### src/rtl/mips_pkg.sv
`default_nettype none
// ============================================================================
// Module      : mips_pkg
// Description : Shared MIPS core types and constants: datapath width
//               defaults and the load-type encoding used by the MEM/WB path.
// Revision    : 1.0 - initial release
// ============================================================================
package mips_pkg;

  // Datapath defaults
  localparam int DATA_WIDTH = 32;
  localparam int ADDR_WIDTH = 5;

  // Load-type encoding; codes 5..7 are treated as a full-word load
  localparam logic [2:0] LT_LW  = 3'd0;
  localparam logic [2:0] LT_LH  = 3'd1;
  localparam logic [2:0] LT_LHU = 3'd2;
  localparam logic [2:0] LT_LB  = 3'd3;
  localparam logic [2:0] LT_LBU = 3'd4;

endpackage
`default_nettype wire

### src/rtl/load_formatter.sv
`default_nettype none
// ============================================================================
// Module      : load_formatter
// Description : Combinational writeback formatter. Selects ALU result or
//               load data and, for sub-word loads, extracts the addressed
//               little-endian lane and sign/zero-extends it.
// Revision    : 1.0 - initial release
// ============================================================================
module load_formatter (
  input  logic                           i_mem_to_reg,
  input  logic [mips_pkg::DATA_WIDTH-1:0] i_alu_result,
  input  logic [mips_pkg::DATA_WIDTH-1:0] i_mem_rdata,
  input  logic [2:0]                     i_load_type,
  input  logic [1:0]                     i_byte_off,
  output logic [mips_pkg::DATA_WIDTH-1:0] o_data
);
  import mips_pkg::*;

  logic [7:0]  w_byte;
  logic [15:0] w_half;

  // Pick the addressed byte and halfword lanes; halfword ignores offset bit 0
  always_comb begin
    w_byte = i_mem_rdata[7:0];
    case (i_byte_off)
      2'd0:    w_byte = i_mem_rdata[7:0];
      2'd1:    w_byte = i_mem_rdata[15:8];
      2'd2:    w_byte = i_mem_rdata[23:16];
      default: w_byte = i_mem_rdata[31:24];
    endcase
    w_half = i_byte_off[1] ? i_mem_rdata[31:16] : i_mem_rdata[15:0];
  end

  // Choose the source and extend the selected lane according to load type
  always_comb begin
    o_data = i_mem_rdata;
    if (!i_mem_to_reg) begin
      o_data = i_alu_result;
    end else begin
      case (i_load_type)
        LT_LH:   o_data = {{16{w_half[15]}}, w_half};
        LT_LHU:  o_data = {16'h0000, w_half};
        LT_LB:   o_data = {{24{w_byte[7]}}, w_byte};
        LT_LBU:  o_data = {24'h000000, w_byte};
        default: o_data = i_mem_rdata;
      endcase
    end
  end

endmodule
`default_nettype wire

### src/rtl/mem_wb_stage.sv
`default_nettype none
// ============================================================================
// Module      : mem_wb_stage
// Description : MEM/WB pipeline register and writeback formatter. Registers
//               the formatted result and drives the register-file write port
//               one cycle later, with a forwarding tap and a retire counter.
//               Optional macro MEM_WB_FWD_EN enables the forwarding tap;
//               when undefined the fwd_* outputs are tied to zero.
// Revision    : 1.0 - initial release
// ============================================================================
module mem_wb_stage #(
  parameter int DATA_WIDTH = mips_pkg::DATA_WIDTH,
  parameter int ADDR_WIDTH = mips_pkg::ADDR_WIDTH
) (
  input  logic                  clk,
  input  logic                  rst_n,
  input  logic                  stall,
  input  logic                  flush,
  input  logic                  in_valid,
  input  logic                  in_reg_we,
  input  logic [ADDR_WIDTH-1:0] in_rd,
  input  logic                  in_mem_to_reg,
  input  logic [DATA_WIDTH-1:0] in_alu_result,
  input  logic [DATA_WIDTH-1:0] in_mem_rdata,
  input  logic [2:0]            in_load_type,
  input  logic [1:0]            in_byte_off,
  output logic                  w_ena,
  output logic [ADDR_WIDTH-1:0] w_addr,
  output logic [DATA_WIDTH-1:0] w_data,
  output logic                  fwd_valid,
  output logic [ADDR_WIDTH-1:0] fwd_addr,
  output logic [DATA_WIDTH-1:0] fwd_data,
  output logic [31:0]           retired
);

  logic                  r_valid;
  logic                  r_we;
  logic [ADDR_WIDTH-1:0] r_rd;
  logic [DATA_WIDTH-1:0] r_data;
  logic [31:0]           r_retired;
  logic [DATA_WIDTH-1:0] w_fmt_data;

  load_formatter u_load_formatter (
    .i_mem_to_reg (in_mem_to_reg),
    .i_alu_result (in_alu_result),
    .i_mem_rdata  (in_mem_rdata),
    .i_load_type  (in_load_type),
    .i_byte_off   (in_byte_off),
    .o_data       (w_fmt_data)
  );

  // Pipeline register: reset clears, flush invalidates, stall holds, else capture
  always_ff @(posedge clk) begin
    if (!rst_n) begin
      r_valid <= 1'b0;
      r_we    <= 1'b0;
      r_rd    <= '0;
      r_data  <= '0;
    end else if (flush) begin
      // Only validity matters after a flush; the payload is left as-is
      r_valid <= 1'b0;
    end else if (!stall) begin
      r_valid <= in_valid;
      r_we    <= in_reg_we;
      r_rd    <= in_rd;
      r_data  <= w_fmt_data;
    end
  end

  // Retire counter: an instruction leaves the stage when it moves on unstalled
  always_ff @(posedge clk) begin
    if (!rst_n) begin
      r_retired <= '0;
    end else if (r_valid && !stall && !flush) begin
      r_retired <= r_retired + 32'd1;
    end
  end

  // Writes to r0 are squashed here so downstream never sees them
  assign w_ena   = r_valid & r_we & (r_rd != '0);
  assign w_addr  = r_rd;
  assign w_data  = r_data;
  assign retired = r_retired;

`ifdef MEM_WB_FWD_EN
  assign fwd_valid = w_ena;
  assign fwd_addr  = w_addr;
  assign fwd_data  = w_data;
`else
  assign fwd_valid = 1'b0;
  assign fwd_addr  = '0;
  assign fwd_data  = '0;
`endif

endmodule
`default_nettype wire

### config.mk
export PLATFORM = sky130hd
export DESIGN_NAME = mem_wb_stage
export DESIGN_NICKNAME = d
export VERILOG_FILES = /design/src/rtl/mips_pkg.sv /design/src/rtl/load_formatter.sv /design/src/rtl/mem_wb_stage.sv
export SDC_FILE = /design/constraint.sdc
export NUM_CORES = 1
export LEC_CHECK = 0
export ABC_AREA = 1
export CAP_MARGIN = 15
export CORE_MARGIN = 1
export CORE_UTILIZATION = 37
export DETAILED_ROUTE_END_ITERATION = 8
export DONT_BUFFER_PORTS = 1
export PLACE_DENSITY = 0.61
export SLEW_MARGIN = 20
export SYNTH_ARGS = -nofsm -noshare
export SYNTH_HDL_FRONTEND = slang
export SYNTH_SLANG_ARGS = --single-unit
### constraint.sdc
create_clock -name clk -period 2.2 [get_ports clk]
set_clock_uncertainty 0.15 [all_clocks]
set_input_delay 0.33 -clock clk [delete_from_list [all_inputs] [get_ports clk]]
set_output_delay 0.33 -clock clk [all_outputs]
set_load 0.02 [all_outputs]
# Yosys cells after proc, flatten, opt, wreduce, memory -nomap -nowiden
# Cells that the tools add are included.
# Widths: inputs -> output; s select.
[word_totals] reg_bits=71 input_bits=81 output_inout_bits=108 wordCells=29
[classes] addsub=1 n_eq_ne=6 muxes=4 bitwise_logic=5 n_reduce_logical=8
[ops] operator="$pmux 32 s4" n=1
[ops] operator="$add 32x1->32 const B" n=1
[ops] operator="$mux 32" n=1
[ops] operator="$pmux 8 s3" n=1
[ops] operator="$mux 16" n=1
[ops] operator="$eq 3x2->1 const B" n=2
[ops] operator="$reduce_bool 5->1" n=1
[ops] operator="$eq 3x1->1 const B" n=1
[ops] operator="$eq 3x3->1 const B" n=1
[ops] operator="$not 1->1" n=3
[ops] operator="$and 1x1->1" n=2
[ops] operator="$eq 2x1->1 const B" n=1
[ops] operator="$eq 2x2->1 const B" n=1
[ops] operator="$logic_and 1x1->1" n=2
[ops] operator="$logic_not 1->1" n=2
[ops] operator="$logic_not 2->1" n=1
[ops] operator="$reduce_and 2->1" n=1
[ops] operator="$reduce_or 2->1" n=1

# Logic depth before layout (Yosys ltp)
# Gate-level depths: netlist of the first run.
[depth] word_depth=4 depth_mapped=10 ltp_nobuf=10

# Cells and area by module
# From an unflattened synthesis of the first run, not the netlist that was laid out.
[hier_totals] hier_cells=820 area_unflattened_um2=4909.7
[by_module_without_submodules] mod="mem_wb_stage" instances=1 cells_each=486 area_each_um2=3388.2 seq_area_each_um2=1421.4
[by_module_without_submodules] mod="load_formatter" instances=1 cells_each=334 area_each_um2=1521.5 seq_area_each_um2=0.0

# Worst setup path before layout of the first run
# OpenSTA, ideal clock, no wires.
[synth_timing] kind="register to register" startpoint="reg r_retired[1], in the netlist retired[1]" endpoint="reg r_retired[10], in the netlist retired[10]" setup_ps=115 arrival_time_ps=1593 t_required_ps=1935 setup_slack_ps=342 stages_incl_launch_ff=10 path_buffers=0 period_less_slack_ps=1858 path_cell_list="dfxtp_1 ha_1 inv_1 nor2_2 nand4_2 nor2_4 nand2_1 clkinv_1 nor2_1 o21a_1"
[synth_via] elab_chain_len=1
[synth_lines] item="start: declaration" line="mem_wb_stage.sv:40" rtl="logic [31:0] r_retired;"
[synth_lines] item="start signal: assignment" line="mem_wb_stage.sv:75" rtl="r_retired <= r_retired + 32'd1;"
[synth_lines] item="$add 32x1->32" line="mem_wb_stage.sv:75"
# Every way passes these cells.
# A chain may end at the register's enable or synchronous reset.

# Final worst setup path of the first run
[layout_timing] startpoint="reg r_rd[1], in the netlist w_addr[1]" endpoint="out w_ena"
[layout_via] elab_chain_len=2
[layout_lines] item="start: declaration" line="mem_wb_stage.sv:38" rtl="logic [ADDR_WIDTH-1:0] r_rd;"
[layout_lines] item="start signal: assignment" line="mem_wb_stage.sv:65" rtl="r_rd <= in_rd;"
[layout_lines] item="$reduce_bool 5->1" line="mem_wb_stage.sv:80" rtl="assign w_ena = r_valid & r_we & (r_rd != '0);"
[layout_lines] item="$and 1x1->1" line="mem_wb_stage.sv:80"
[layout_lines] item="end: declaration" line="mem_wb_stage.sv:27" rtl="output logic w_ena,"
# Every way passes these cells.

==> results of run 1 <==
cell families (layout without fill, tap and decap cells):
group / count (synthesis) / count (layout) / synth area share
simple gates: 479 / 479 / 0.417
compound gates: 134 / 134 / 0.153
buf+inv: 115 / 91 / 0.127
flops: 71 / 71 / 0.294
xor+xnor: 2 / 2 / 0.00363
fa+ha+maj: 1 / 1 / 0.00259
other cells: 1 / 38 / 0.000776
mux: 1 / 1 / 0.00207
placed cells by master (no fill, tap or decap), drive strengths merged, types with 4 or more instances in the layout:
master,instances
a21oi,65
inv,45
o211ai,6
or2,5
nand2,252
clkinv,4
conb,38
buf,21
clkbuf,12
dfxtp,71
nand4,9
dlygate4sd3,8
nor2,170
nand3b,11
nand3,29
o21ai,59
flip-flops by register name (all words and copies together), names as in the netlist:
| name | count |
|---|---|
| retired | 32 |
| w_data | 32 |
| w_addr | 5 |
| r_valid | 1 |
| r_we | 1 |
power by group:
group	internal [mW]	switching [mW]	total, mW
combinational	0.132	0.280	0.412
sequential	1.33	0.0857	1.42
clock	0.973	0.583	1.56
layout make-up:
type / instances / area [um2] / share of cell area
inverters: 46 / 173 / 0.0326
repair buffers: 29 / 238 / 0.0448
clock inverters: 4 / 52.6 / 0.00991
clock buffers: 12 / 267 / 0.0502
well taps: 172 / 215 / 0.0406
multi-input cells: 655 / 2940 / 0.554
flip-flops and latches: 71 / 1420 / 0.268
what timing repair did:
action / CTS / global route
hold buffers: 8 / 0
endpoints found under the setup margin: 0 / 1
hold endpoints to repair: 31 / 0
gates resized for setup: 0 / 1
routing by layer:
metal	track usage	part of all wire	up-vias
li1	-	-	2507
met1	0.277	0.43	2144
met2	0.335	0.45	180
met3	0.0867	0.10	15
met4	0.0855	0.017	0
met5	0	0	-
path summary, 6_finish.rpt:
kind                             startpoint          end  depth (start not counted)
worst min register to register  retired[11]  retired[11]                          1
worst max-delay path              w_addr[1]        w_ena                          3
worst max register to register  retired[12]  retired[23]                          9
worst min-delay path               in_valid      r_valid                          2
==> results.md, run 1 <==
* Status: finished clean
* Mapped Cells at 804
* Final period util at 0.937
* Leakage at 2.21 nW
* Final instance area at 5300 um2
* Fmax at 0.485 GHz
* Hold WC Path Type: in2reg
* Worst Path Required at 1.72 ns
* Die Wd at 116 um
* Main synth FF type: dfxtp_1
* Vias in the first global route at 4,393
* RSZ-0062 raised after global routing: false
* #FFs+latches synth at 71
* CTS tree: done
* Commonest cells in the netlist: 248 x nand2_1, 162 x nor2_1, 71 x dfxtp_1
* Setup CP Type: reg2out
* Setup Viol. Count Final at 0
* Chip Height at 116 um
* Buf+Inv Stages, Crit Path at 1
* Sequential cell area fraction in the yosys report at 0.294
* Fin cells at 989
* Yosys top cell by area: dfxtp_1
* Clock Path Buffers at 2
* Worst vdd ir at 368 uV
* Area delta synth->final at 9.76%
* Core box area at 12,700 um2
* Core Rows at 41
* TritonCTS buffer count at 9
* Pwr Density at 638 nW/um2
* Largest net degree at the start of global routing at 63
* Antenna diode count at 0
* H-tree depth at 3
* Worst-path clk slew at 0.06 ns
* Setup TNS at 0 ns
* Share of cells above drive strength 1 at 0.0881
* Routability cong. at 0.875
* Initial drt markers at 242
* WP data arrival at 1.58 ns
* Vias per std cell at 4.90
* Nets at 894
* Final worst slack at 0.138 ns
* Placed cell count at 965
* First-pass GRT wire length at 22.7 mm
* Synth top area share at 0.294
* CTS root buf: clkbuf_16
* Final WL at 14.3 mm
* Netlist cell types at 39
* Placement Setup Slack at 0.389 ns
* Final hold slack at 0.0447 ns
* Wire per inst at 14.4 um
* Input/output buffers at 0
* Worst-Margin Slew at 0.990 ns
* Slew margin rel. at 0.339
* Tmin final at 2.06 ns
* FFs w/ async S/R, synth at 0
* YS warnings at 0
* CP max stage delay at 0.40 ns
* Fill count at 1,422
* Die ar. at 13,500 um2
* Most frequent cell after synthesis: nand2_1
* Final Hold Viols at 0
* Post-CTS Setup Bufs at 0
* Ports at 189
* Grt ovf at 0
* Crit end category: output pin
* Total GRT Usage at 0.220
* Critical path fanouts, max at 3
* Initial antenna violation count at 0
* CP Launch Type: register
* Routed vias at 4,846
* Final Util at 0.419
* Placed Area at 4900 um2
* Pre-antenna DRT Iters at 4
* Post-Syn Area at 4830 um2
* Number of flops mapped to enable cells by yosys at 0
* Max Cap Viol at 0
* Post-DP HPWL at 10.8 mm
* Worst R2R Setup Slack at 0.41 ns
* CP delay by family, top: simple AND/OR/NAND/NOR gates
* Area contributors post-synth: dfxtp_1 29%, nand2_1 19%, nor2_1 13%
* Clock Latency Late Sink at 0.34 ns
* Crit path max-delay cell type: or3_1
* Routed Antenna Nets at 0
* Final slew viol count at 0
* Critical-path cell list: or3_1 -> o311ai_1 -> inv_1
* Pwr Total at 3.38 mW
* Residual DRC at 0
* Clock sink count at 71
* Initial core utilization at 0.381
* Synthesized area per cell at 6.01 um2
Note: power is estimated with default switching activity, not from simulation.
==> run 2, diff against run 1 <==
- ABC_AREA: 1 -> not set
==> results.md, run 2 <==
* Mapped Cells at 522 (-35%)
* Fmax at 0.502 GHz (+3.6%)
* Final slew viol count at 0 (unchanged)
* Ports at 189 (unchanged)
* Initial drt markers at 171 (-29%)
* Tmin final at 1.99 ns (-0.0713 ns)
* Pwr Density at 688 nW/um2 (+7.8%)
* Setup CP Type: reg2out
* Routed vias at 3,964 (-18%)
* WL met2 at 5.98 mm (-6.4%)
* Number of flops mapped to enable cells by yosys at 0 (unchanged)
* Area delta synth->final at 11.8%
* Core box area at 11,400 um2 (-10%)
* Largest family of logic cells by synthesized area: compound AO/OA/AOI/OAI gates
* Final hold slack at 0.0146 ns (-0.0300 ns)
* CP max stage delay at 0.41 ns (about the same)
* Die Wd at 110 um (-5.5%)
* TritonCTS buffer count at 9 (unchanged)
* YS warnings at 0 (unchanged)
* Wire per inst at 18.0 um (+25%)
* Most common cell after layout, fill and taps aside: dfxtp_1
* Leakage at 1.78 nW (-19%)
* Main synth FF type: dfxtp_1
* Synth Area in Simple Gates at 0.182 (-0.236)
* Synth Area in XOR/XNOR at 0.0203 (+0.0167)
* Clock Latency Late Sink at 0.33 ns (about the same)
* Grt ovf at 0 (unchanged)
* Crit end category: output pin
* Critical-path cell list: or3_1 -> o311a_1
* Commonest non-fill, non-tap cells in the layout: 71 x dfxtp_1, 55 x o21ai_0, 55 x nand2_1, 38 x a21oi_1, 38 x conb_1
* Initial antenna violation count at 0 (unchanged)
* Multiplexer share of the synthesized area at 0.0366 (+0.0345)
* Worst-path clk slew at 0.06 ns (about the same)
* Routability cong. at 0.865 (-1.1%)
* Fin cells at 681 (-31%)
* Pre-antenna DRT Iters at 5 (+1)
* Sequential cell area fraction in the yosys report at 0.330 (+0.0357)
* Post-Syn Area at 4310 um2 (-11%)
* Initial core utilization at 0.379 (-0.00235)
* Commonest cells in the netlist: 71 x dfxtp_1, 55 x nand2_1, 55 x o21ai_0
* WP data arrival at 1.51 ns (-0.07 ns)
* Routed Antenna Nets at 0 (unchanged)
* Final Util at 0.424 (+0.00499)
* Post-synthesis compound-gate area fraction at 0.307 (+0.154)
* H-tree depth at 3 (unchanged)
* Final period util at 0.905 (-0.0324)
* Share of cells above drive strength 1 at 0.147 (+0.0587)
* Core Rows at 39 (-4.9%)
* Synth top area share at 0.330 (+0.0357)
* RSZ-0062 raised after global routing: false
* Setup TNS at 0 ns (unchanged)
* Area contributors post-synth: dfxtp_1 33%, buf_4 6.6%, o21ai_0 6.4%
* Clock Path Buffers at 2 (unchanged)
* Setup Viol. Count Final at 0 (unchanged)
* Placement Setup Slack at 0.214 ns (-0.175 ns)
* Critical path fanouts, max at 3 (unchanged)
* Largest net degree at the start of global routing at 43 (-32%)
* Worst-Margin Slew at 0.685 ns (-0.305 ns)
* Total GRT Usage at 0.204 (-0.0155)
* Worst vdd ir at 364 uV (-1.3%)
* Slew margin rel. at 0.542 (+0.203)
* Hold WC Path Type: in2reg
* Nets at 615 (-31%)
* Most frequent cell after synthesis: dfxtp_1
* Vias per std cell at 5.82 (+19%)
* First-pass GRT wire length at 18.7 mm (-18%)
* Input/output buffers at 0 (unchanged)
* #FFs+latches synth at 71 (unchanged)
* Vias in the first global route at 3,721 (-15%)
* Synthesized area per cell at 8.26 um2 (+37%)
* Die ar. at 12,100 um2 (-11%)
* Post-Route M1 WL at 4.88 mm (-21%)
* Netlist cell types at 60 (+54%)
* Top Metal Used: met4
* Final WL at 12.2 mm (-14%)
* Final worst slack at 0.209 ns (+0.0713 ns)
* Worst Path Required at 1.72 ns (about the same)
* Post-synthesis adder-cell area fraction at 0.00755 (+0.00496)
* Crit path max-delay cell type: or3_1
* Final Hold Viols at 0 (unchanged)
* CP Launch Type: register
* FFs w/ async S/R, synth at 0 (unchanged)
* Chip Height at 110 um (-5.5%)
* Antenna diode count at 0 (unchanged)
* CTS root buf: clkbuf_16
* Yosys top cell by area: dfxtp_1
* Met3 routed WL at 1.25 mm (-14%)
* Max Cap Viol at 0 (unchanged)
* Clock sink count at 71 (unchanged)
* Status: finished clean
* CTS tree: done
* Residual DRC at 0 (unchanged)
* Post-DP HPWL at 9.02 mm (-16%)
* Placed cell count at 657 (-32%)
## run 2: changes by cell type after synthesis, moves of 13 or more
cell,before,now
a21oi_1,64,38
a221oi_1,0,15
nor2_1,162,13
inv_1,42,7
nand2_1,248,55
nand3_1,26,11
or4_1,0,13
o31ai_1,0,13
## run 2: logic make-up after synthesis
kind of cell / Yosys count
AO/OA/AOI/OAI: 192
XOR/XNOR: 10
adder cells (fa/ha/maj): 3
buffers and inverters: 87
flip-flops: 71
multiplexers: 12
other: 1
AND/OR/NAND/NOR: 146
## run 2: what timing repair did
| item | CTS | global route |
|---|---|---|
| endpoints found under the hold margin | 14 | 0 |
| endpoints found under the setup margin | 0 | 0 |
| resized for setup | 0 | 0 |
| hold buffers | 8 | 0 |
| setup buffers | 0 | 0 |
## run 2: path summary, 6_finish.rpt
path	start	to	slack [ns]	cells after the start
min reg2reg	r_we	r_we	0.32	2
max reg2reg	retired[23]	retired[30]	0.25	4
min	rst_n	w_data[11]	0.01	2
max	w_addr[4]	w_ena	0.21	2
## run 2: layout make-up
cell class	count	area (um2)
fill	1153	6550
multi-input combinational	401	2540
sequential	71	1420
timing repair buffer	43	343
clock buffer	12	236
tap	143	179
clock inverter	4	70.1
inverter	7	26.3
## run 2: worst max-delay path, delay by kind of cell, from the launching register on
| family | cells | cell delay (ns) |
|---|---|---|
| DFF | 1 | 0.39 |
| and+or+nand+nor | 1 | 0.41 |
| AOI/OAI and AO/OA | 1 | 0.39 |
## run 2: per-layer routing
layer  up-vias  track usage
li1       1906            -
met1      1888        0.226
met2       162        0.354
met3         8       0.0871
met4         0       0.0581
met5         -            0
## run 2: power by group
| part | total [mW] | internal, mW | leakage (nW) | switching (mW) |
|---|---|---|---|---|
| combinational | 0.370 | 0.135 | 1.06 | 0.236 |
| clock | 1.53 | 0.990 | 0.151 | 0.537 |
| sequential | 1.42 | 1.33 | 0.577 | 0.0843 |
## run 2: per-stage QoR
| step | total power, mW | cell area, um2 |
|---|---|---|
| 2_1_floorplan | 1.80 | 4450 |
| 3_3_place_gp | 1.79 | 4420 |
| 3_5_place_dp | 1.80 | 4420 |
| 4_1_cts | 3.34 | 4810 |
| 5_1_grt | 3.44 | 4820 |
| 6_report | 3.31 | 4820 |
